## src/rtl/mem_port_arbiter_pkg.sv

```systemverilog
`default_nettype none
// ============================================================================
// Module : mem_port_arbiter_pkg
// Brief  : Shared types, widths and the round-robin pick function for the
//          I-cache / D-cache backing-memory port arbiter.
// Rev    : 1.0  initial release
// ============================================================================
package mem_port_arbiter_pkg;

    localparam int ARB_ADDR_W = 32;
    localparam int ARB_LINE_W = 256;

    // Arbiter FSM encoding: plain constants so older tools can consume them.
    typedef logic [1:0] arb_state_t;
    localparam arb_state_t ARB_IDLE = 2'd0;
    localparam arb_state_t ARB_BUSY = 2'd1;
    localparam arb_state_t ARB_DONE = 2'd2;

    typedef enum logic {
        SRC_I = 1'b0,
        SRC_D = 1'b1
    } arb_src_t;

    // One captured memory transaction.
    typedef struct packed {
        logic [ARB_ADDR_W-1:0] addr;
        logic                  read;
        logic                  write;
        logic [ARB_LINE_W-1:0] wdata;
    } arb_req_t;

    // Single requester wins outright; a tie goes to whoever was not served last.
    function automatic arb_src_t arb_pick(input logic i_req, input logic d_req,
                                          input arb_src_t last);
        arb_src_t pick;
        if (i_req && d_req) begin
            pick = (last == SRC_I) ? SRC_D : SRC_I;
        end else if (d_req) begin
            pick = SRC_D;
        end else begin
            pick = SRC_I;
        end
        return pick;
    endfunction

endpackage
`default_nettype wire

```

## src/rtl/mem_port_arbiter_if.sv

```systemverilog
`default_nettype none
// ============================================================================
// Module : mem_port_arbiter_if
// Brief  : Line-granular DFP handshake bundle (addr/read/write/wdata forward,
//          rdata/resp back). Used for both cache sides and the memory side.
//          master : issues requests (cache, or arbiter toward memory)
//          slave  : serves requests (arbiter toward caches, or memory)
// Rev    : 1.0  initial release
// ============================================================================
interface mem_port_arbiter_if #(
    parameter int ADDR_W = 32,
    parameter int LINE_W = 256
);
    logic [ADDR_W-1:0] addr;
    logic              read;
    logic              write;
    logic [LINE_W-1:0] wdata;
    logic [LINE_W-1:0] rdata;
    logic              resp;

    modport master (
        output addr, read, write, wdata,
        input  rdata, resp
    );

    modport slave (
        input  addr, read, write, wdata,
        output rdata, resp
    );
endinterface
`default_nettype wire

```

## src/rtl/mem_port_arbiter.sv

```systemverilog
`default_nettype none
// ============================================================================
// Module : mem_port_arbiter
// Brief  : Shares one backing-memory DFP port between the I-cache and the
//          D-cache. One whole transaction is granted at a time, ties are
//          round-robin, the request is registered, and the single memory
//          completion pulse is routed to the granted cache.
// Ports  : clk    - clock, all state on posedge
//          rst    - asynchronous active-high reset
//          i_dfp  - I-cache side (slave); read-only requester
//          d_dfp  - D-cache side (slave); fill and writeback requester
//          dfp    - memory side (master)
// Rev    : 1.0  initial release
// ============================================================================
module mem_port_arbiter
    import mem_port_arbiter_pkg::*;
#(
    parameter int ADDR_W = ARB_ADDR_W,
    parameter int LINE_W = ARB_LINE_W
) (
    input  wire logic           clk,
    input  wire logic           rst,
    mem_port_arbiter_if.slave   i_dfp,
    mem_port_arbiter_if.slave   d_dfp,
    mem_port_arbiter_if.master  dfp
);

    arb_state_t state_q, state_d;
    arb_src_t   last_grant_q, last_grant_d;
    arb_req_t   held_q, held_d;

    logic w_i_req;
    logic w_d_req;
    logic w_busy;
    logic w_resp_ok;
    logic w_unused_i_write;

    assign w_i_req = i_dfp.read;
    assign w_d_req = d_dfp.read | d_dfp.write;

    // The I-cache never writes; its write-side signals are deliberately ignored.
    assign w_unused_i_write = i_dfp.write ^ (^i_dfp.wdata);

    always_comb begin
        state_d      = state_q;
        last_grant_d = last_grant_q;
        held_d       = held_q;
        case (state_q)
            ARB_IDLE: begin
                if (w_i_req || w_d_req) begin
                    last_grant_d = arb_pick(w_i_req, w_d_req, last_grant_q);
                    if (last_grant_d == SRC_I) begin
                        held_d.addr  = ARB_ADDR_W'(i_dfp.addr);
                        held_d.read  = 1'b1;
                        held_d.write = 1'b0;
                        held_d.wdata = '0;
                    end else begin
                        // Write wins if the D-cache ever raises both strobes.
                        held_d.addr  = ARB_ADDR_W'(d_dfp.addr);
                        held_d.read  = d_dfp.read & ~d_dfp.write;
                        held_d.write = d_dfp.write;
                        held_d.wdata = ARB_LINE_W'(d_dfp.wdata);
                    end
                    state_d = ARB_BUSY;
                end
            end
            ARB_BUSY: begin
                if (dfp.resp) begin
                    state_d = ARB_DONE;
                end
            end
            ARB_DONE: begin
                // Bubble: the cache is still dropping the request it just had served.
                state_d = ARB_IDLE;
            end
            default: begin
                state_d = ARB_IDLE;
            end
        endcase
    end

    always_ff @(posedge clk or posedge rst) begin
        if (rst) begin
            state_q      <= ARB_IDLE;
            last_grant_q <= SRC_D;
            held_q       <= '0;
        end else begin
            state_q      <= state_d;
            last_grant_q <= last_grant_d;
            held_q       <= held_d;
        end
    end

    assign w_busy    = (state_q == ARB_BUSY);
    assign w_resp_ok = w_busy & dfp.resp;

    // Memory side comes only from the held copy, so requester churn is invisible.
    assign dfp.addr  = ADDR_W'(held_q.addr);
    assign dfp.wdata = LINE_W'(held_q.wdata);
    assign dfp.read  = w_busy & held_q.read;
    assign dfp.write = w_busy & held_q.write;

    assign i_dfp.resp  = w_resp_ok & (last_grant_q == SRC_I);
    assign d_dfp.resp  = w_resp_ok & (last_grant_q == SRC_D);
    assign i_dfp.rdata = i_dfp.resp ? dfp.rdata : '0;
    assign d_dfp.rdata = d_dfp.resp ? dfp.rdata : '0;

    a_resp_only_when_busy : assert property (@(posedge clk) disable iff (rst)
        !(dfp.resp && !w_busy));

    a_single_strobe : assert property (@(posedge clk) disable iff (rst)
        !(dfp.read && dfp.write));

endmodule
`default_nettype wire

```

## src/flat_wrapper.sv

```systemverilog
// flat-port wrapper written by rule: the top's interface ports become plain ports
module mem_port_arbiter_flat import mem_port_arbiter_pkg::*;
#(
    parameter int ADDR_W = ARB_ADDR_W,
    parameter int LINE_W = ARB_LINE_W
)
  (clk, rst, i_dfp_addr, i_dfp_read, i_dfp_write, i_dfp_wdata, i_dfp_rdata, i_dfp_resp, d_dfp_addr, d_dfp_read, d_dfp_write, d_dfp_wdata, d_dfp_rdata, d_dfp_resp, dfp_addr, dfp_read, dfp_write, dfp_wdata, dfp_rdata, dfp_resp);
  mem_port_arbiter_if #(.ADDR_W(ADDR_W), .LINE_W(LINE_W)) i_dfp_i ();
  mem_port_arbiter_if #(.ADDR_W(ADDR_W), .LINE_W(LINE_W)) d_dfp_i ();
  mem_port_arbiter_if #(.ADDR_W(ADDR_W), .LINE_W(LINE_W)) dfp_i ();
  input  wire logic clk;
  input  wire logic rst;
  input wire logic [$bits(i_dfp_i.addr)-1:0] i_dfp_addr;
  input wire logic [$bits(i_dfp_i.read)-1:0] i_dfp_read;
  input wire logic [$bits(i_dfp_i.write)-1:0] i_dfp_write;
  input wire logic [$bits(i_dfp_i.wdata)-1:0] i_dfp_wdata;
  output wire logic [$bits(i_dfp_i.rdata)-1:0] i_dfp_rdata;
  output wire logic [$bits(i_dfp_i.resp)-1:0] i_dfp_resp;
  input wire logic [$bits(d_dfp_i.addr)-1:0] d_dfp_addr;
  input wire logic [$bits(d_dfp_i.read)-1:0] d_dfp_read;
  input wire logic [$bits(d_dfp_i.write)-1:0] d_dfp_write;
  input wire logic [$bits(d_dfp_i.wdata)-1:0] d_dfp_wdata;
  output wire logic [$bits(d_dfp_i.rdata)-1:0] d_dfp_rdata;
  output wire logic [$bits(d_dfp_i.resp)-1:0] d_dfp_resp;
  output wire logic [$bits(dfp_i.addr)-1:0] dfp_addr;
  output wire logic [$bits(dfp_i.read)-1:0] dfp_read;
  output wire logic [$bits(dfp_i.write)-1:0] dfp_write;
  output wire logic [$bits(dfp_i.wdata)-1:0] dfp_wdata;
  input wire logic [$bits(dfp_i.rdata)-1:0] dfp_rdata;
  input wire logic [$bits(dfp_i.resp)-1:0] dfp_resp;
  assign i_dfp_i.addr = i_dfp_addr;
  assign i_dfp_i.read = i_dfp_read;
  assign i_dfp_i.write = i_dfp_write;
  assign i_dfp_i.wdata = i_dfp_wdata;
  assign i_dfp_rdata = i_dfp_i.rdata;
  assign i_dfp_resp = i_dfp_i.resp;
  assign d_dfp_i.addr = d_dfp_addr;
  assign d_dfp_i.read = d_dfp_read;
  assign d_dfp_i.write = d_dfp_write;
  assign d_dfp_i.wdata = d_dfp_wdata;
  assign d_dfp_rdata = d_dfp_i.rdata;
  assign d_dfp_resp = d_dfp_i.resp;
  assign dfp_addr = dfp_i.addr;
  assign dfp_read = dfp_i.read;
  assign dfp_write = dfp_i.write;
  assign dfp_wdata = dfp_i.wdata;
  assign dfp_i.rdata = dfp_rdata;
  assign dfp_i.resp = dfp_resp;
  mem_port_arbiter #(.ADDR_W(ADDR_W), .LINE_W(LINE_W)) u_core (.clk(clk), .rst(rst), .i_dfp(i_dfp_i), .d_dfp(d_dfp_i), .dfp(dfp_i));
endmodule
```

## config.mk

```make
export PLATFORM = sky130hd
export DESIGN_NAME = mem_port_arbiter_flat
export DESIGN_NICKNAME = d
export VERILOG_FILES = /design/src/rtl/mem_port_arbiter_pkg.sv /design/src/rtl/mem_port_arbiter_if.sv /design/src/rtl/mem_port_arbiter.sv /design/src/flat_wrapper.sv
export SDC_FILE = /design/constraint.sdc
export NUM_CORES = 1
export LEC_CHECK = 0
export ABC_AREA = 1
export CAP_MARGIN = 25
export CORE_AREA = 10 10 630 632
export CTS_CLUSTER_SIZE = 10
export DETAILED_ROUTE_END_ITERATION = 10
export DIE_AREA = 0 0 640 642
export SLEW_MARGIN = 40
export SYNTH_ARGS = -nofsm -noshare
export SYNTH_HDL_FRONTEND = slang
export SYNTH_SLANG_ARGS = --single-unit
```

## constraint.sdc

```tcl
create_clock -name clk -period 20.9 [get_ports clk]
set_input_delay 4.18 -clock clk [delete_from_list [all_inputs] [get_ports clk]]
set_output_delay 4.18 -clock clk [all_outputs]
set_load 0.005 [all_outputs]
```

; ---- Yosys cells after proc, flatten, opt, wreduce, memory -nomap -nowiden
; Cells that the tools add are included.
[totals]
register_bits = 293
in_bits = 839
[op_classes]
eq_ne = 3
n_mux = 11
n_bitwise = 9
reduce_logical = 5
[op_table]
columns = cell, n
row1 = 2-to-1 mux 256 bit, 2
row2 = 2-to-1 mux 290 bit, 1
row3 = bitwise AND 1 bit, 6
row4 = 2-to-1 mux 1 bit, 5
row5 = 2-to-1 mux 2 bit, 2
row6 = case mux 2 bit (2 select lines), 1
row7 = AND reduction 2 bit, 2
row8 = equality test 2 x 1 -> 1 bit (second input constant), 1
row9 = zero test 2 bit, 1
row10 = != test 2 x 1 -> 1 bit (second input constant), 1
row11 = != test 2 bit (second input constant), 1
row12 = NOT 1 bit, 2
row13 = logical AND 1 bit, 1
row14 = logical OR 1 bit, 1
row15 = bitwise OR 1 bit, 1

; ---- Depth between registers and ports, before layout
; Gate-level depths: netlist of the first run.
[depth]
word_depth = 6
mapped_depth = 8
ltp_nobuf = 6

; ---- Least setup slack after synthesis of the first run
; Ideal clock, no wire load.
[synth_timing]
path_type = input-to-output
from = input port dfp_resp
to = output port i_dfp_rdata[100]
t_arrival_ns = 4.902
required_ns = 16.720
setup_slack_ns = 11.818
path_stages = 6
cell_sequence = nand2_1 > nor2_1 > inv_1 > clkbuf_1 > buf_2 > nor2_1
[synth_between]
elab_chain_cells = 3
[synth_lines]
columns = element, line_no
row1 = "start, declared", flat_wrapper.sv:30  ; input wire logic [$bits(dfp_i.resp)-1:0] dfp_resp;
row2 = bitwise AND 1 bit, mem_port_arbiter.sv:95  ; assign w_resp_ok = w_busy & dfp.resp;
row3 = bitwise AND 1 bit, mem_port_arbiter.sv:103  ; assign i_dfp.resp = w_resp_ok & (last_grant_q == SRC_I);
row4 = via i_dfp_resp, flat_wrapper.sv:18  ; output wire logic [$bits(i_dfp_i.resp)-1:0] i_dfp_resp;
row5 = 2-to-1 mux 256 bit, mem_port_arbiter.sv:105  ; assign i_dfp.rdata = i_dfp.resp ? dfp.rdata : '0;
row6 = "end, declared", flat_wrapper.sv:17  ; output wire logic [$bits(i_dfp_i.rdata)-1:0] i_dfp_rdata;
; The timed path passes the listed nets, and every way through them passes these cells.

; ---- Worst setup path after layout of the first run
[layout_timing]
from = input port dfp_resp
to = output port i_dfp_rdata[146]
[layout_between]
elab_chain_cells = 3
[layout_lines]
columns = element, line_no
row1 = bitwise AND 1 bit, mem_port_arbiter.sv:95
row2 = bitwise AND 1 bit, mem_port_arbiter.sv:103
row3 = 2-to-1 mux 256 bit, mem_port_arbiter.sv:105
; No other way between the ends.

==> run_results.csv, run 1 <==
group,metric,value,unit
outcome,status,"complete, no violations",
placement,dpl.hpwl,232000,µm
sta,fmax,0.0817,GHz
yosys,synth.ff_latch_count,293,
worst_setup_path,cp.arrival,8050,ps
yosys,ys_warn_count,0,
power,sw_frac_of_total,0.472,
yosys,synthSimpleGateAreaFrac,0.336,
sta,worst_pin_slew,1000,ps
global_route,grt_pass1_wl,299000,µm
power,p_comb_frac,0.572,
yosys,synth_top_family_by_area,"simple AND/OR/NAND/NOR gates",
final_layout,area_growth,108,%
sta,period_share,0.585,
floorplanning,io_pins,1643,
job,max-cap-violations,0,
global_route,grt_use_total,0.118,
yosys,yosys.area.top_type,"dfrtp_1",
worst_setup_path,regToRegStartpoint,"u_core.last_grant_q$_DFFE_PP1P_",
drt,wl,254000,µm
clocking,clkSinkCount,293,
worst_setup_path,criticalPathCategory,"input port to primary output",
yosys,synth_mux_area_frac,0,
sta,rsz0062_at_grt,"false",
yosys,yosys-top-cells-count,"nand2_1, nor2_1, inv_1",
clocking,clk_path_buf_depth,3,
drt,ant_nets,0,
drt,vias_per_cell,2.33,
power,pwr_density_cell,109,mW/mm²
final_layout,layout-drive-gt1-share,0.0374,
final_layout,fin_area,0.0362,mm²
yosys,async_flop_share,1.00,
clocking,cts_tree,"done",
global_route,grt_max_degree,157,
clocking,htree_levels,2,
sta,finalMaxSlewViolations,0,
clocking,cts_made_buffers,41,
drt,drc_errors,0,
floorplanning,dieArea,0.411,mm²
sta,finalHoldViolCount,0,
drt,via_count,20129,
yosys,synth_fa_ha_area_frac,0,
clocking,root_buffer,"clkbuf_16",
sta,slew_headroom,0.331,
yosys,yosysUniqueCellTypes,14,
sta,period_needed,12230,ps
drt,dr.first_iter.drc_count,1547,
yosys,synthXorXnorAreaFrac,0,
yosys,avgSynthCellArea,6.88,µm²
power,seq_power_share,0.236,
worst_setup_path,cp_max_fo,82,
sta,setup_tns,0,ps
placement,portBuffers,1385,
yosys,synth.most_common_cell,"nand2_1",
power,pwr-share-clk,0.192,
yosys,synth_edf_count,0,
sta,hold_slack,476,ps
final_layout,final_nets,4376,
floorplanning,rows,228,
power,power_leakage,0.0152,µW
worst_setup_path,worstSetupEndpointType,"primary output",
clocking,clock_latency,640,ps
floorplanning,coreArea,0.384,mm²
global_route,grt-ovfl-total,0,
placement,globalplace.congestion,0.954,
worst_setup_path,startpoint_type,"input port",
yosys,synth.top_cell.area_share,0.419,
worst_hold_path,worstHoldPathType,"register to register",
placement,placed_area,0.0348,mm²
yosys,synth_area,0.0174,mm²
final_layout,n_fill_cell,44719,
yosys,syn_inst,2534,
power,p_int,2080,µW
worst_setup_path,cp_slowest_cell,"clkdlybuf4s50_1",
worst_setup_path,setup.worst_path.start,"dfp_resp",
yosys,synth_compound_area_frac,0.00194,
global_route,grt_pass1_vias,20530,
worst_hold_path,hold_start,"u_core.dfp.wdata[16]$_DFFE_PP0P_",
sta,finalSetupViolCount,0,
clocking,cts_hold_buf,0,
floorplanning,die_h,642,µm
floorplanning,initial_core_util,0.0454,
worst_setup_path,cp.required,16720,ps
yosys,synth_seq_area_share,0.420,
floorplanning,die_w,640,µm
yosys,synth_area_leaders,"dfrtp_1, nand2_1, buf_4, nor2_1, nand3_1",
clocking,ctsResizeCount,0,
power,ir_drop,0.0000834,V
global_route,grt_antenna_before_repair,110,
yosys,ys.flop_type,"dfrtp_1",
clocking,clk_pin_slew,50,ps
power,p_sw,1870,µW
drt,wire_per_inst,29.4,µm
yosys,syn_nets,3373,
sta,clock_skew,35.1,ps
clocking,post_cts_buffers,0,
worst_setup_path,path_cells,"clkdlybuf4s50_1 -> nand2_1 -> nor2_1 -> inv_8 -> buf_4 -> buf_4 -> buf_6 -> nor2_1 -> clkdlybuf4s50_1",
drt,drt_first_pass_iters,7,
worst_setup_path,critPathMaxStageDelay,750,ps
-- worst max-delay path: cells and delay by family --
family                 cells  cell delay (ps)
and+or+nand+nor            3              330
buffers and inverters      6             3320
-- stage by stage --
step	power [µW]	cells	util	setup WS, ps
final	3950	8643	0.0942	8670
after global routing	4240	8635	0.0942	8340
after CTS	4110	8617	0.0940	8310
after detailed placement	3290	8554	0.0905	8330
after global placement	3290	8554	0.0907	8370
after floorplan	1870	2534	-	8630
-- sequential cells by signal, summed over array words and instances, names as in the netlist --
signal	flops
u_core.last_grant_q	1
u_core.dfp.wdata	256
u_core.state_q	2
u_core.dfp.addr	32
u_core.held_q	2
-- layout by cell type, fill, tap and decap left out --
cell / n
buf_2: 19
dfrtp_1: 292
a21oi_4: 1
clkinv_2: 2
clkinv_16: 2
inv_8: 3
o21ai_0: 4
clkbuf_1: 3
buf_12: 3
inv_1: 331
o21ai_4: 1
buf_4: 37
nand2_2: 1
nand3_1: 320
clkbuf_16: 42
clkinv_4: 1
diode_2: 26
clkdlybuf4s50_1: 1342
buf_6: 4
nor2_1: 517
dfstp_2: 1
nand2_4: 3
clkbuf_8: 3
bufinv_16: 4
clkinvlp_4: 6
nand2_1: 615
-- kinds of logic after synthesis --
group           count (synthesis)
flops                         293
compound gates                  6
buf+inv                       779
simple gates                 1456
-- path summary, 6_finish.rpt --
check	endpoint	slack [ps]	cells after the start
setup / recovery	i_dfp_rdata[146]	8670	9
hold / removal	u_core.dfp.wdata[16]$_DFFE_PP0P_	480	2
setup reg to reg	u_core.dfp.wdata[3]$_DFFE_PP0P_	17910	7
hold reg to reg	u_core.dfp.wdata[16]$_DFFE_PP0P_	480	2
max in group asynchronous	u_core.dfp.wdata[23]$_DFFE_PP0P_	15150	4
min in group asynchronous	u_core.dfp.wdata[190]$_DFFE_PP0P_	3970	2
-- power by group through the flow --
| stage | combinational (µW) | sequential [µW] | clock (µW) |
|---|---|---|---|
| after global placement | 2360 | 928 | 0 |
| final | 2260 | 931 | 759 |
| after floorplan | 975 | 900 | 0 |
| after detailed placement | 2360 | 937 | 0 |
| after global routing | 2470 | 958 | 816 |
| after CTS | 2370 | 931 | 812 |
-- layer usage --
layer  vias to the layer above  GRT usage  wire (µm)
met1                      9390      0.109      80800
met5                         -          0        180
met4                        26     0.0405      10900
met2                      1145      0.212     126000
met3                       309     0.0725      36000
li1                       9259          -          -
-- final cells by class --
cell class / count / area (µm²) / share of cell area
diodes: 26 / 65.1 / 0.00180
clock buffers: 48 / 1100 / 0.0305
clock inverters: 15 / 244 / 0.00674
inverters: 334 / 1280 / 0.0352
multi-input cells: 1462 / 5940 / 0.164
flip-flops and latches: 293 / 7330 / 0.203
well taps: 5060 / 6330 / 0.175
repair buffers: 1405 / 13900 / 0.384
Power figures use the tool's default switching activity.
==> inputs of run 2 (changes only) <==
--- a/config.mk
+++ b/config.mk
@@ -7,10 +7,10 @@
 export LEC_CHECK = 0
 export ABC_AREA = 1
 export CAP_MARGIN = 25
-export CORE_AREA = 10 10 630 632
+export CORE_AREA = 10 10 641 643
 export CTS_CLUSTER_SIZE = 10
 export DETAILED_ROUTE_END_ITERATION = 10
-export DIE_AREA = 0 0 640 642
+export DIE_AREA = 0 0 651 653
 export SLEW_MARGIN = 40
 export SYNTH_ARGS = -nofsm -noshare
 export SYNTH_HDL_FRONTEND = slang
==> constraint.sdc (replaced) <==
create_clock -name clk -period 11.4 [get_ports clk]
set_input_delay 2.28 -clock clk [delete_from_list [all_inputs] [get_ports clk]]
set_output_delay 2.28 -clock clk [all_outputs]
set_load 0.005 [all_outputs]
==> run 2 against run 1 <==
First-iteration DRC count increased by 13%. Via count up 1.5%. Die area is 3.5% higher. Non-clock buffer count is 7 higher. Flip-flop and latch count unchanged. Core utilization down 0.22 points. Sequential power increased by 84%. Wire length fell by 2.0%. Clock power is 79% higher. Critical endpoint is now d_dfp_rdata[78]. Count of clock-buffer cells in the layout is 1 higher. Total power increased by 81%. Hold slack about the same.
==> run_results.csv, run 2 (synthesis gave the netlist of run 1 again) <==
group,metric,value,unit
power,sw_frac_of_total,0.466,
worst_setup_path,cp.required,9120,ps
power,p_sw,3330,µW
clocking,clk_pin_slew,50,ps
outcome,status,"complete, no violations",
worst_hold_path,worstHoldPathType,"register to register",
final_layout,largest_register_ffs,256,
drt,dr.first_iter.drc_count,1753,
placement,dpl.hpwl,225000,µm
clocking,post_cts_buffers,0,
floorplanning,dieArea,0.425,mm²
power,ir_drop,0.000112,V
floorplanning,io_pins,1643,
floorplanning,initial_core_util,0.0438,
worst_setup_path,criticalPathCategory,"input port to primary output",
final_layout,n_fill_cell,46429,
clocking,cts_made_buffers,42,
power,total_power,7140,µW
worst_setup_path,path_buf_inv,5,
worst_setup_path,startpoint_type,"input port",
floorplanning,rows,232,
clocking,htree_levels,2,
global_route,grt_use_total,0.111,
worst_setup_path,setup.worst_path.start,"dfp_resp",
drt,ant_nets,0,
sta,rsz0062_at_grt,"false",
power,pwr_density_cell,195,mW/mm²
placement,placed_area,0.0352,mm²
drt,via_count,20426,
sta,period_needed,7430,ps
drt,drt_first_pass_iters,5,
clocking,clk_path_buf_depth,3,
power,seq_power_share,0.240,
worst_setup_path,cp.arrival,5150,ps
sta,finalMaxSlewViolations,0,
worst_setup_path,worstSetupEndpointType,"primary output",
worst_setup_path,cp_slowest_cell,"buf_4",
sta,clock_skew,24.7,ps
floorplanning,coreArea,0.398,mm²
clocking,ctsResizeCount,0,
worst_setup_path,path_delay_family,"buffers and inverters",
worst_setup_path,path_cells,"clkdlybuf4s50_1 -> nand2_1 -> inv_1 -> nand2_4 -> buf_4 -> buf_4 -> nor2_1 -> clkdlybuf4s50_1",
worst_setup_path,cp_max_fo,59,
placement,pre_cts_slack,3880,ps
sta,slew_headroom,0.288,
global_route,grt_pass1_vias,20778,
final_layout,layout_common_cells,"clkdlybuf4s50_1, nand2_1, nor2_1",
floorplanning,die_h,653,µm
final_layout,fin_area,0.0366,mm²
sta,worst_pin_slew,1060,ps
final_layout,area_growth,110,%
power,p_comb_frac,0.570,
placement,globalplace.congestion,0.932,
placement,portBuffers,1385,
sta,finalWorstSetupSlack,3970,ps
worst_setup_path,critPathMaxStageDelay,580,ps
final_layout,postLayoutCoreUtil,0.0920,
drt,wire_per_inst,28.1,µm
drt,wl,249000,µm
clocking,cts_hold_buf,0,
sta,period_share,0.651,
sta,fmax,0.135,GHz
power,pwr-share-clk,0.190,
power,p_int,3810,µW
worst_setup_path,regToRegStartpoint,"u_core.last_grant_q$_DFFE_PP1P_",
global_route,grt_pass1_wl,294000,µm
clocking,root_buffer,"clkbuf_16",
drt,vias_per_cell,2.30,
global_route,grt-ovfl-total,0,
clocking,cts_tree,"done",
final_layout,layout-drive-gt1-share,0.0401,
sta,finalHoldViolCount,0,
job,max-cap-violations,0,
worst_hold_path,hold_start,"u_core.dfp.wdata[204]$_DFFE_PP0P_",
final_layout,final_nets,4384,
clocking,clock_latency,680,ps
final_layout,layout_commonest_cell,"clkdlybuf4s50_1",
power,power_leakage,0.0153,µW
sta,finalSetupViolCount,0,
drt,drc_errors,0,
clocking,clkSinkCount,293,
sta,setup_tns,0,ps
floorplanning,die_w,651,µm
global_route,grt_antenna_before_repair,126,
global_route,grt_max_degree,151,
run 2: final timing paths:
path,endpoint,slack (ps),cells after the start
worst max-delay path,d_dfp_rdata[78],3970,8
worst min-delay path,u_core.dfp.wdata[204]$_DFFE_PP0P_,480,2
worst max register to register,u_core.dfp.wdata[228]$_DFFE_PP0P_,8190,9
worst min register to register,u_core.dfp.wdata[204]$_DFFE_PP0P_,480,2
max in group asynchronous,u_core.dfp.wdata[19]$_DFFE_PP0P_,7830,4
min in group asynchronous,u_core.dfp.wdata[181]$_DFFE_PP0P_,1970,2
run 2: power by group through the flow:
stage               logic, µW  clock network, µW  registers, µW
floorplan                1790                  0           1650
global placement         4220                  0           1700
detailed placement       4220                  0           1710
CTS                      4240               1440           1710
global route             4430               1450           1760
finish                   4070               1360           1710
run 2: worst min-delay path: stages, from the launching register on:
cell and delay, ps:
dfrtp_1 340, nand2_1 50, nand2_1 60
run 2: cell type report:
| type | instances | area [µm²] | area share |
|---|---|---|---|
| Timing Repair Buffer | 1412 | 14100 | 0.384 |
| Sequential cell | 293 | 7330 | 0.200 |
| Tap cell | 5265 | 6590 | 0.180 |
| Multi-Input combinational cell | 1462 | 5940 | 0.162 |
| Inverter | 334 | 1280 | 0.0349 |
| Clock buffer | 49 | 1120 | 0.0305 |
| Clock inverter | 16 | 199 | 0.00543 |
| Antenna cell | 37 | 92.6 | 0.00253 |
run 2: through the flow:
step,std cells,hold WS [ps]
2_1_floorplan,2534,450
3_3_place_gp,8762,464
3_5_place_dp,8765,464
4_1_cts,8830,480
5_1_grt,8864,496
6_report,8868,476
run 2: layer usage:
metal	part of all wire	wire length [µm]	GRT usage	vias up
met4	0.053	13100	0.0469	16
li1	-	-	-	9277
met2	0.48	121000	0.194	1195
met1	0.34	84500	0.110	9605
met5	0.00042	104	0	-
met3	0.12	30800	0.0616	333
